[src/rtl/uart_tx_buffer_pkg.sv]
// Shared types and default parameters for the UART TX elastic buffer.
package uart_tx_buffer_pkg;

   localparam int DEPTH_DEF   = 16;
   localparam int HOLDOFF_DEF = 2;
   localparam int DROP_W_DEF  = 16;

   typedef enum logic {
      ST_IDLE,
      ST_HOLD
   } drain_state_t;

endpackage

[src/rtl/uart_tx_buffer_byte_fifo.sv]
// Circular byte store with registered occupancy count and flags.
// Push while full is accepted only when a pop frees the slot in the same cycle.
module byte_fifo #(
   parameter int DEPTH = 16
) (
   input  logic                     clk,
   input  logic                     rstn,
   input  logic                     push,
   input  logic                     pop,
   input  logic                     flush,
   input  logic [7:0]               din,
   output logic [7:0]               dout,
   output logic [$clog2(DEPTH):0]   count,
   output logic                     full,
   output logic                     empty
);

   localparam int PTR_W = $clog2(DEPTH);
   localparam int CNT_W = PTR_W + 1;

   logic [7:0]       mem [DEPTH];
   logic [PTR_W-1:0] wr_ptr;
   logic [PTR_W-1:0] rd_ptr;
   logic [CNT_W-1:0] count_nxt;
   logic             do_push;
   logic             do_pop;

   assign do_pop  = pop && !empty && !flush;
   assign do_push = push && !flush && (!full || do_pop);
   assign dout    = mem[rd_ptr];

   // NOTE: every output of an always_comb gets a default first so no latch is inferred.
   always_comb begin
      count_nxt = count;
      if (do_push && !do_pop)
         count_nxt = count + CNT_W'(1);
      else if (do_pop && !do_push)
         count_nxt = count - CNT_W'(1);
   end

   // NOTE: storage is deliberately left out of reset; only pointers and count define validity.
   always_ff @(posedge clk) begin
      if (rstn && do_push)
         mem[wr_ptr] <= din;
   end

   // NOTE: sequential state uses non-blocking assignments so every register samples pre-edge values.
   always_ff @(posedge clk) begin
      if (!rstn || flush) begin
         wr_ptr <= '0;
         rd_ptr <= '0;
         count  <= '0;
         full   <= 1'b0;
         empty  <= 1'b1;
      end else begin
         if (do_push)
            wr_ptr <= wr_ptr + PTR_W'(1);
         if (do_pop)
            rd_ptr <= rd_ptr + PTR_W'(1);
         count <= count_nxt;
         full  <= (count_nxt == CNT_W'(DEPTH));
         empty <= (count_nxt == '0);
      end
   end

endmodule

[src/rtl/uart_tx_buffer.sv]
// Elastic byte buffer feeding the UART transmitter: drains one byte per ready
// window with a fixed hold-off, and drops/counts bytes arriving while full.
module uart_tx_buffer
   import uart_tx_buffer_pkg::*;
#(
   parameter int DEPTH   = DEPTH_DEF,
   parameter int HOLDOFF = HOLDOFF_DEF,
   parameter int DROP_W  = DROP_W_DEF
) (
   input  logic                     clk,
   input  logic                     rstn,
   input  logic [7:0]               data_i,
   input  logic                     valid_pulse_i,
   input  logic                     ready,
   input  logic                     flush_i,
   input  logic                     clear_stats_i,
   output logic [7:0]               data_o,
   output logic                     valid_o,
   output logic [$clog2(DEPTH):0]   count_o,
   output logic                     full_o,
   output logic                     empty_o,
   output logic                     overflow_o,
   output logic [DROP_W-1:0]        drop_cnt_o
);

   localparam int HOLD_W = $clog2(HOLDOFF) + 1;

   drain_state_t      state;
   logic [HOLD_W-1:0] hold_cnt;
   logic [7:0]        fifo_dout;
   logic              pop;
   logic              drop;

   // Flush wins over a launch in its cycle; a byte arriving at a full buffer is lost unless a pop frees a slot.
   assign pop  = (state == ST_IDLE) && !empty_o && ready && !flush_i;
   assign drop = valid_pulse_i && full_o && !pop && !flush_i;

   byte_fifo #(
      .DEPTH (DEPTH)
   ) u_fifo (
      .clk   (clk),
      .rstn  (rstn),
      .push  (valid_pulse_i),
      .pop   (pop),
      .flush (flush_i),
      .din   (data_i),
      .dout  (fifo_dout),
      .count (count_o),
      .full  (full_o),
      .empty (empty_o)
   );

   always_ff @(posedge clk) begin
      if (!rstn) begin
         state    <= ST_IDLE;
         hold_cnt <= '0;
         data_o   <= '0;
         valid_o  <= 1'b0;
      end else begin
         case (state)
            ST_IDLE: begin
               if (pop) begin
                  data_o   <= fifo_dout;
                  valid_o  <= 1'b1;
                  hold_cnt <= HOLD_W'(HOLDOFF - 1);
                  state    <= ST_HOLD;
               end
            end
            ST_HOLD: begin
               valid_o <= 1'b0;
               if (hold_cnt == '0)
                  state <= ST_IDLE;
               else
                  hold_cnt <= hold_cnt - HOLD_W'(1);
            end
            default: state <= ST_IDLE;
         endcase
      end
   end

   // A drop coinciding with a clear leaves exactly that one drop recorded.
   always_ff @(posedge clk) begin
      if (!rstn) begin
         overflow_o <= 1'b0;
         drop_cnt_o <= '0;
      end else if (drop) begin
         overflow_o <= 1'b1;
         if (clear_stats_i)
            drop_cnt_o <= DROP_W'(1);
         else if (drop_cnt_o != '1)
            drop_cnt_o <= drop_cnt_o + DROP_W'(1);
      end else if (clear_stats_i) begin
         overflow_o <= 1'b0;
         drop_cnt_o <= '0;
      end
   end

endmodule
[config.mk]
export PLATFORM = sky130hd
export DESIGN_NAME = uart_tx_buffer
export DESIGN_NICKNAME = d
export VERILOG_FILES = /design/src/rtl/uart_tx_buffer_pkg.sv /design/src/rtl/uart_tx_buffer_byte_fifo.sv /design/src/rtl/uart_tx_buffer.sv
export SDC_FILE = /design/constraint.sdc
export NUM_CORES = 1
export LEC_CHECK = 0
export CORE_MARGIN = 2
export CORE_UTILIZATION = 36
export CTS_CLUSTER_SIZE = 24
export DETAILED_ROUTE_END_ITERATION = 16
export GPL_TIMING_DRIVEN = 0
export SYNTH_ARGS = -nofsm -noshare
export SYNTH_HDL_FRONTEND = slang
export SYNTH_HIERARCHICAL = 1
export SYNTH_SLANG_ARGS = --single-unit
[constraint.sdc]
create_clock -name clk -period 5.8 [get_ports clk]
set_clock_uncertainty 0.05 [all_clocks]
set_input_delay 0.87 -clock clk [delete_from_list [all_inputs] [get_ports clk]]
set_output_delay 0.87 -clock clk [all_outputs]
set_load 0.01 [all_outputs]
Word-level counts from Yosys, hierarchy flattened
Memories as Yosys holds them, arrays and structs flattened. A register that Yosys moved wholly into a read port is not among the register bits.
Cells that the tools add are included.
- memories kept: 1
- bits in registers: 36
- word-level logic and storage cells: 70
- memory bits (writable): 128
- input bits: 14
- multiplexer cells: 18
- equal/unequal tests: 4
- add/sub/neg operators: 6
- reduce and logical (&&, ||, !) cells: 30
- bitwise operators: 1
- memory list (name ; words ; bits a word ; read ports ; clocked after memory_dff ; wr ports ; line ; RTL):
    u_fifo.mem ; 16 ; 8 ; 1 ; 1 ; 1 ; uart_tx_buffer_byte_fifo.sv:21 ; logic [7:0] mem [DEPTH];
- operators by type and width (cell ; number):
    $mux W16 ; 4
    $add A16 B1 Y16 const B ; 1
    $ne A16 B16 Y1 const B ; 1
    $logic_and A1 B1 Y1 ; 13
    $mux W5 ; 2
    $add A4 B1 Y4 const B ; 2
    $logic_not A1 Y1 ; 8
    $mux W1 ; 7
    $reduce_and A2 Y1 ; 3
    $add A5 B1 Y5 const B ; 1
    $eq A5 B5 Y1 const B ; 1
    $logic_not A5 Y1 ; 1
    $sub A5 B1 Y5 const B ; 1
    $mux W2 ; 2
    $ne A2 B2 Y1 const B ; 2
    $pmux W1 S2 ; 2
    $pmux W2 S2 ; 1
    $reduce_bool A2 Y1 ; 2
    $logic_not A2 Y1 ; 1
    $logic_or A1 B1 Y1 ; 2
    $sub A2 B1 Y2 const B ; 1
    $not A1 Y1 ; 1

Logic depth before layout (Yosys ltp)
- depth in word-level cells: 13
- gate-level depth with buffers: 9

Hierarchy
The synthesis kept the hierarchy.
- modules (own cells, without submodules) (module ; cells an instance ; seq. area each (µm²) ; area an instance (µm²) ; times used):
    byte_fifo ; 299 ; 4224.1 ; 5896.9 ; 1
    uart_tx_buffer ; 177 ; 580.6 ; 1540.2 ; 1

Least setup slack after synthesis
Ideal clock, no wire load.
- kind: input-to-reg
- start: input ready
- end: memory u_fifo.mem[0][0] (enable)
- slack: 2717 ps
- data arrival time: 2649 ps
- library setup time: 383 ps
- required time: 5367 ps
- stages: 7
- path through: nor3b_2 -> nand2b_1 -> inv_2 -> nand2b_1 -> a21oi_2 -> nand3_1 -> nor3_1
- word-level cells in the longest chain between the ends: 9
- ends and longest elaborated chain (what ; line ; RTL):
    start, declared ; uart_tx_buffer.sv:14 ; input logic ready,
    $logic_and A1 B1 Y1 (2 in series) ; uart_tx_buffer.sv:35 ; assign pop = (state == ST_IDLE) && !empty_o && ready && !flush_i;
    named net pop ; uart_tx_buffer.sv:31 ; logic pop;
    $logic_and A1 B1 Y1 (2 in series) ; uart_tx_buffer_byte_fifo.sv:28 ; assign do_pop = pop && !empty && !flush;
    $logic_or A1 B1 Y1 ; uart_tx_buffer_byte_fifo.sv:29 ; assign do_push = push && !flush && (!full || do_pop);
    $logic_and A1 B1 Y1 ; uart_tx_buffer_byte_fifo.sv:29 ;
    $logic_and A1 B1 Y1 ; uart_tx_buffer_byte_fifo.sv:43 ; if (rstn && do_push)
    $mux W1 ; uart_tx_buffer_byte_fifo.sv:43 ;
    $mux W1 (not written as such) ; uart_tx_buffer_byte_fifo.sv:44 ; mem[wr_ptr] <= din;
    end, declared ; uart_tx_buffer_byte_fifo.sv:21 ;
The timed path passes the listed nets, and every way through them passes these cells.

Final worst setup path
- start: input ready
- end: memory u_fifo.mem[2][2] (enable)
The elaborated chain is that of the path after synthesis.

==> results.json <==
{
  "worstMarginPinSlew_ns": 1.30,
  "io_buffers": 46,
  "fmax_ghz": 0.246,
  "finalSetupViolations": 0,
  "p_per_area_nw_per_um2": 288,
  "register_area_um2": 4800,
  "p_leak_nw": 2.76,
  "cts_buffer_depth": 2,
  "post_cts_resized": 0,
  "tns_ns": 0,
  "synthArstFlopShare": 0,
  "h-tree-depth": 4,
  "crit_fanout": 11,
  "ir_drop_v": 0.000219,
  "via_per_inst": 5.17,
  "drcViolationCount": 0,
  "die_y_um": 148,
  "required_ns": 5.78,
  "pre_cts_slack_ns": 1.24,
  "grt_pass1_wl_mm": 24.1,
  "post_synth_num_cell_types": 57,
  "synth-seq-cells": 176,
  "ctsRootBufferMaster": "clkbuf_16",
  "rows": 52,
  "post-route-min-period_ns": 4.06,
  "ant_nets": 0,
  "cp_common_cell": "nand2b_1",
  "fillers": 1795,
  "cpMaxStageDelayCell": "nor3_1",
  "cts_made_buffers": 17,
  "yosys-mux-area-fraction": 0.146,
  "gr-total-overflow": 0,
  "diodes": 0,
  "io-pin-count": 47,
  "synth_nets": 499,
  "syn_avg_cell_area_um2": 15.6,
  "drv_cap": 0,
  "syn_inst": 476,
  "die_x_um": 148,
  "cts_tree": "done",
  "die_area_um2": 21800,
  "utilization": 0.436,
  "worstPathArrival_ns": 4.04,
  "synth_xor_area_frac": 0.0106,
  "gp_congestion": 0.815,
  "cp_cell_sequence": "clkdlybuf4s50_1 -> nor3b_2 -> nand2b_1 -> inv_2 -> nand2b_1 -> a21oi_2 -> nand3_1 -> nor3_1",
  "postCtsHoldBufs": 0,
  "fin_nets": 566,
  "relSlewSlack": 0.129,
  "vias": 4273,
  "cp-start-kind": "input pin",
  "critPathKind": "input pin to flip-flop",
  "netlist_area_um2": 7440,
  "yosysSeqAreaShare": 0.646,
  "yosys_warnings": 6,
  "slowest_delay_ns": 1.04,
  "slew_violations": 0,
  "antenna_found_initial": 0,
  "start_util": 0.368,
  "clock_sinks": 176,
  "power.total_mw": 2.54,
  "grt.total_usage": 0.151,
  "worstSkewPairLatency_ns": 0.43,
  "post_drt_wl_per_cell_um": 19.1,
  "grt_pass1_vias": 4208,
  "multi_input_comb_area_um2": 2430,
  "grt_max_degree": 17,
  "dr.pass1.iters": 5,
  "dpl.hpwl_mm": 10.8,
  "synth_compound_area_frac": 0.0432,
  "clk_pin_slew_ns": 0.06,
  "synth_edf_count": 128,
  "outcome": "complete, no violations",
  "path_delay_family": "simple AND/OR/NAND/NOR gates",
  "drt_iter0_markers": 280,
  "wirelength_mm": 15.7,
  "synth_flop_cell": "edfxtp_1",
  "drive_above_1_share": 0.183,
  "syn2layout_area_growth_pct": 18.7,
  "grt_setup_unrepaired": "false",
  "synthSimpleGateAreaFrac": 0.112,
  "cp_num_buf_inv": 2,
  "fin_ws_ns": 1.74,
  "post-cts-setup-buffers": 0,
  "hold_viol": 0,
  "cp-end-kind": "flip-flop",
  "yosys.area_share.adder": 0.0151,
  "fin_crit_sh": 0.700,
  "synth_top_family_by_area": "multiplexers",
  "core_area_um2": 20200,
  "min_path_type": "flip-flop to flip-flop"
}
worst min-delay path: stages, from the launching register on:
cell and delay (ns):
dfxtp_1 0.31, nand2b_1 0.06, a21oi_1 0.06
power breakdown:
part | internal [mW] | switching [mW]
clock | 0.640 | 0.487
sequential | 1.35 | 0.00297
combinational | 0.0232 | 0.0362
total | 2.01 | 0.526
cell families after synthesis:
| kind of cell | after synthesis |
|---|---|
| compound gates | 46 |
| xor+xnor | 9 |
| fa+ha+maj | 9 |
| buf+inv | 32 |
| flops | 176 |
| mux | 53 |
| simple gates | 151 |
worst paths after layout:
kind / start / end / slack (ns) / depth (start not counted)
worst max register to register: u_fifo/empty / u_fifo/mem[2][2] / 2.24 / 7
worst max-delay path: ready / u_fifo/mem[2][2] / 1.74 / 8
worst min-delay path: overflow_o / overflow_o / 0.42 / 2
worst min register to register: overflow_o / overflow_o / 0.42 / 2
synthesized netlist by cell type (2+ instances only):
master / instances / area share
a31oi_1: 2 / 0.0017
ha_1: 9 / 0.015
edfxtp_1: 128 / 0.52
mux2i_1: 13 / 0.017
nor3_1: 11 / 0.0074
a21oi_1: 24 / 0.016
o41ai_1: 2 / 0.0024
clkbuf_1: 6 / 0.0030
and4_1: 3 / 0.0035
and3_4: 2 / 0.0030
nor4b_2: 2 / 0.0040
buf_2: 6 / 0.0040
nor2_1: 29 / 0.015
a211oi_1: 5 / 0.0050
buf_8: 2 / 0.0040
and2_1: 3 / 0.0025
nand3_1: 12 / 0.0081
xnor2_1: 5 / 0.0059
or2_2: 9 / 0.0076
mux4_1: 14 / 0.049
dfxtp_1: 48 / 0.13
a211oi_2: 6 / 0.010
buf_6: 3 / 0.0045
nand2b_1: 11 / 0.0093
nand4_1: 5 / 0.0042
buf_4: 3 / 0.0030
xor2_1: 4 / 0.0047
nor2b_1: 3 / 0.0025
inv_1: 10 / 0.0050
nor3_2: 2 / 0.0027
nand2_1: 42 / 0.021
nand3b_1: 2 / 0.0020
mux4_2: 26 / 0.079
per-layer routing:
layer	part of all wire	track usage	wire, µm
met5	0	0	0
met4	0.019	0.0591	301
met3	0.059	0.0367	923
met2	0.47	0.239	7470
met1	0.45	0.201	7040
flip-flops by register name (all words and copies together) (netlist names), named ones only:
| signal | cells |
|---|---|
| u_fifo/rd_ptr | 4 |
| valid_o | 1 |
| u_fifo/empty | 1 |
| u_fifo/wr_ptr | 4 |
| data_o | 8 |
| u_fifo/count | 5 |
| drop_cnt_o | 16 |
| state | 1 |
| u_fifo/full | 1 |
| hold_cnt | 2 |
| u_fifo/mem | 128 |
| overflow_o | 1 |
area by class of cell:
type                    instances  share of cell area
inverters                      11             0.00468
clock inverters                14              0.0170
flip-flops and latches        176               0.544
repair buffers                 48              0.0538
plain buffers                  21              0.0180
clock buffers                  18              0.0486
multi-input cells             268               0.275
well taps                     270              0.0383
layout by cell type, fill, tap and decap left out, types with 4 or more instances in the layout:
cell type,n
a211oi_1,5
ha_1,9
clkdlybuf4s50_1,46
nand2_1,42
nand2b_1,11
mux4_2,26
nor3_1,11
a21oi_1,24
mux4_1,14
nand4_1,5
inv_6,5
edfxtp_1,128
nor2_1,29
nand3_1,12
a211oi_2,6
inv_1,10
mux2i_1,13
clkbuf_1,7
buf_2,6
buf_4,4
xnor2_1,5
xor2_1,4
or2_2,9
clkbuf_16,17
dfxtp_1,48
stage by stage:
| stage | hold slack, ns | cell area (µm²) | instances |
|---|---|---|---|
| floorplan | 0.395 | 7440 | 476 |
| global placement | 0.406 | 8240 | 792 |
| detailed placement | 0.413 | 8240 | 792 |
| CTS | 0.425 | 8810 | 824 |
| global route | 0.449 | 8830 | 826 |
| finish | 0.423 | 8830 | 826 |
(Power assumes the default switching activity.)
